==> src/rtl/accum_stim_pkg.sv <==
// accum_stim_pkg: shared types and constants for the accumulator stimulus
// source / response checker.
//   state_t    : checker sequencing states
//   LFSR_TAPS  : Galois feedback mask for the 32-bit stimulus LFSR
//   NO_FAIL    : first_fail_idx value meaning "no mismatch seen"
//   lfsr_step  : one right-shift Galois LFSR step
package accum_stim_pkg;

   typedef enum logic [1:0] {
      RST_DUT = 2'd0,
      RUN     = 2'd1,
      DRAIN   = 2'd2,
      DONE    = 2'd3
   } state_t;

   localparam logic [31:0] LFSR_TAPS = 32'h8020_0003;
   localparam logic [15:0] NO_FAIL   = 16'hFFFF;

   function automatic logic [31:0] lfsr_step(input logic [31:0] s);
      return (s >> 1) ^ (s[0] ? LFSR_TAPS : 32'h0);
   endfunction

endpackage

==> src/rtl/accum_stim_checker_lfsr.sv <==
// lfsr32_galois: 32-bit right-shift Galois LFSR used as the stimulus source.
//   clock, reset : system clock, synchronous active-high reset
//   seed         : value loaded on reset (must be nonzero)
//   advance      : step the LFSR by one position this cycle
//   state        : current LFSR contents
module lfsr32_galois
   import accum_stim_pkg::*;
(
   input  logic        clock,
   input  logic        reset,
   input  logic [31:0] seed,
   input  logic        advance,
   output logic [31:0] state
);

   always_ff @(posedge clock) begin
      if (reset)
         state <= seed;
      else if (advance)
         state <= lfsr_step(state);
   end

endmodule

==> config.mk <==
export PLATFORM = sky130hd
export DESIGN_NAME = lfsr32_galois
export DESIGN_NICKNAME = d
export VERILOG_FILES = /design/src/rtl/accum_stim_pkg.sv /design/src/rtl/accum_stim_checker_lfsr.sv
export SDC_FILE = /design/constraint.sdc
export NUM_CORES = 1
export LEC_CHECK = 0
export CAP_MARGIN = 5
export CORE_ASPECT_RATIO = 0.5
export CORE_UTILIZATION = 35
export CTS_BUF_LIST = sky130_fd_sc_hd__clkbuf_4
export CTS_CLUSTER_DIAMETER = 150
export DETAILED_ROUTE_END_ITERATION = 10
export PLACE_DENSITY = 0.8
export SLEW_MARGIN = 20
export SYNTH_ARGS = -nofsm -noshare
export SYNTH_HDL_FRONTEND = slang
export SYNTH_SLANG_ARGS = --single-unit
==> constraint.sdc <==
create_clock -name clock -period 2 [get_ports clock]
set_input_delay 0.6 -clock clock [delete_from_list [all_inputs] [get_ports clock]]
set_output_delay 0.6 -clock clock [all_outputs]
set_load 0.005 [all_outputs]
After elaboration in Yosys (flattened, before gate mapping):

Index checks and enable logic that the tools add are counted.

* bits in registers: 32
* latch bits: 0
* bits in writable memories: 0
* bits in read-only memories: 0
* input port bits: 35
* output and inout port bits: 32
* logic and storage cells: 6
* memories kept: 0

* add/subtract/negate cells: 0
* multipliers: 0
* div/mod/pow operators: 0
* $lt $le $gt $ge: 0
* eq/ne operators: 0
* shift-type cells: 0
* multiplexer cells: 3
* bitwise logic cells: 1
* reduce and logical (&&, ||, !) cells: 1

Operators with widths (count)
* $mux W32: 3
* $xor A31 B32 Y32: 1
* $reduce_bool A2 Y1: 1

Logic depth before layout (Yosys ltp):

* depth in word-level cells: 4
* gate-level depth with buffers: 4
* gate-level depth less buffers: 2

Least setup slack after synthesis:

No wires, ideal clock.

* path type: input-to-reg
* from: in reset
* to: reg state[0], enable pin
* library setup time: 0.375 ns
* arrival time: 1.338 ns
* slack: 0.287 ns
* stages: 3
* path buffers: 2
* path through: buf_6 buf_6 or2_2

* longest elaborated chain between the ends: 1

Ends and longest elaborated chain
* start, declared: RTL line accum_stim_checker_lfsr.sv:10 `input logic reset,`
* $reduce_bool A2 Y1 (no source line)
* end signal, assigned: RTL line accum_stim_checker_lfsr.sv:20 `state <= lfsr_step(state);`
* end, declared: RTL line accum_stim_checker_lfsr.sv:13 `output logic [31:0] state`

No other way between the ends.
A chain may end at the register's enable or synchronous reset.

Worst setup path in the final report:

* from: reg state[15]
* to: out state[15]

No word-level cell between the ends.

==> results_dict.tcl <==
set metrics [dict create \
    place_area_um2 2210 \
    ys_seq_area_frac 0.643 \
    top_register "state" \
    cpLargestDelayFamily "buffers and inverters" \
    hp-class "reg2reg" \
    timing.final.crit_share 0.931 \
    setup_viol 0 \
    arrival_ps 1260 \
    hold_depth 1 \
    grt_pass1_vias 861 \
    synth_top_area_share 0.643 \
    num_vias 919 \
    synthesis.nets 110 \
    netlist_instances 75 \
    total_power_mw 1.76 \
    insertion_delay_ps 330 \
    cp.required_ps 1400 \
    core_um2 4000 \
    htree_levels 2 \
    synth_area_per_cell_um2 19.9 \
    reg.largest.list "state x32" \
    worstMarginPinSlew_ps 248 \
    track_usage 0.145 \
    ys_ff_latch 32 \
    die-area_um2 4550 \
    ant_nets 0 \
    ys_top_cells_by_area "edfxtp_1 (64%), mux2_4 (23%), mux2_2 (4.5%)" \
    antenna_cells 0 \
    utilization 0.574 \
    cp_slowest_stage_delay_ps 530 \
    drt-wirelength-per-cell_um 15.6 \
    syn_area_um2 1500 \
    final_cell_area_um2 2300 \
    initial_core_util 0.373 \
    rows 16 \
    ff2ff_setup_slack_ps 930 \
    p_leak_nw 0.896 \
    port_buffers 66 \
    startpoint_type "flip-flop" \
    synth_top_area_cell "edfxtp_1" \
    grt_pass1_wl_um 4550 \
    r2r-start "state[0]$_DFFE_PP_" \
    cts_root_buf "clkbuf_4" \
    run_status "complete, no violations" \
    layout.nets 184 \
    cp_max_fo 2 \
    gp_congestion 0.697 \
    yosys_warnings 0 \
    ctsHoldBuffers 0 \
    rsz0062_at_grt "no" \
    place_inst 195 \
    hold_viol 0 \
    max_freq_mhz 537 \
    ir_drop_v 0.000287 \
    whs_endpoint "state[6]$_DFFE_PP_" \
    finalCriticalPeriod_ps 1860 \
    powerDensity_nw_per_um2 765 \
    stdcell_count 204 \
    crit_path_top_delay_cell "clkdlybuf4s50_1" \
    timing_max_transition_violations_final 0 \
    dr.pass1.iters 2 \
    clock_skew_ps 7.83 \
    end_kind "output pin" \
    crit_chain "clkdlybuf4s50_1" \
    drtIter0Drc 24 \
    r2r_end "state[31]$_DFFE_PP_" \
    slew_headroom 0.835 \
    area_growth_pct 53.7 \
    maxCapViolCount 0 \
    cts_tree "done" \
    pin_count 67 \
    cts_buffer_depth 2 \
    reg2regPathDepth 2 \
    die_x_um 94.4 \
    nFillCells 313 \
    drc 0 \
    cts-buffers-inserted 5 \
    overflow 0 \
    final_common_cell "clkdlybuf4s50_1" \
    cts.sinks 32 \
    min-delay-start "state[7]$_DFFE_PP_" \
    ys_types 9 \
    antenna_found_initial 0 \
    critPathBufInv 1 \
    final_cell_mix "clkdlybuf4s50_1 (65), edfxtp_1 (32), mux2_4 (23), mux2_2 (6), clkbuf_4 (6)" \
    vias_per_cell 4.50 \
    final.setup.tns_ps 0 \
    largest_reg_flops 32 \
    worstSetupPathType "reg2out" \
    cts.reportedPaths.clkPinSlew_ps 100 \
    drive_gt1_frac 0.293 \
    die_h_um 48.2 \
    grt_max_degree 33 \
    drt_wl_total_um 3190 \
]
==> how the worst max path moves through the flow <==
stage / startpoint / to / slack, ps / cells after the start
2_1_floorplan: reset / state[0]$_DFFE_PP_ / 290 / 3
3_3_place_gp: advance / state[9]$_DFFE_PP_ / 260 / 3
3_5_place_dp: advance / state[9]$_DFFE_PP_ / 270 / 3
4_1_cts: state[0]$_DFFE_PP_ / state[0] / 9 / 1
5_1_grt: state[22]$_DFFE_PP_ / state[22] / 80 / 1
6_report: state[15]$_DFFE_PP_ / state[15] / 140 / 1
==> cells in the mapped netlist <==
cell type  number
or2_2           1
edfxtp_1       32
mux2_4         23
buf_12          2
xnor2_1         3
buf_6           2
mux2_2          6
nand2_1         3
o21ai_0         3
==> per-layer routing <==
layer | vias up | wire, um | share of wire | track usage
met2 | 15 | 1700 | 0.53 | 0.255
li1 | 434 | - | - | -
met3 | 7 | 78 | 0.024 | 0.0327
met5 | - | 0 | 0 | 0
met1 | 463 | 1360 | 0.43 | 0.179
met4 | 0 | 46 | 0.014 | 0.0646
==> cell type report <==
| type | instances | area, um2 | share of cell area |
|---|---|---|---|
| Multi-Input combinational cell | 39 | 472 | 0.205 |
| Timing Repair Buffer | 71 | 718 | 0.312 |
| Clock buffer | 6 | 45.0 | 0.0196 |
| Tap cell | 54 | 67.6 | 0.0294 |
| Clock inverter | 2 | 35.0 | 0.0152 |
| Sequential cell | 32 | 961 | 0.418 |
==> where the power goes <==
part | leakage, nW | switching, mW | internal, mW
Sequential | 0.327 | 0.0456 | 0.833
Clock | 0.0456 | 0.217 | 0.276
Combinational | 0.523 | 0.107 | 0.280
==> cell families (layout without fill, tap and decap cells) <==
| logic type | Yosys count | count (layout) | synth area share |
|---|---|---|---|
| muxes | 29 | 29 | 0.276 |
| buffers and inverters | 4 | 79 | 0.0418 |
| AOI/OAI and AO/OA | 3 | 3 | 0.0100 |
| DFF | 32 | 32 | 0.643 |
| and+or+nand+nor | 4 | 4 | 0.0117 |
| xor gates and xnor gates | 3 | 3 | 0.0176 |
==> timing repair <==
| action | CTS | global route |
|---|---|---|
| endpoints found under the setup margin | 0 | 1 |
| resized for setup | 0 | 0 |
| setup buffers | 0 | 1 |
==> stage by stage <==
stage                     hold WS (ps)  worst slack, ps
after floorplan                    579              287
after global placement             560              264
after detailed placement           570              268
after CTS                          595             9.46
after global routing               611             81.3
final                              590              138
Note: power is estimated with default switching activity, not from simulation.
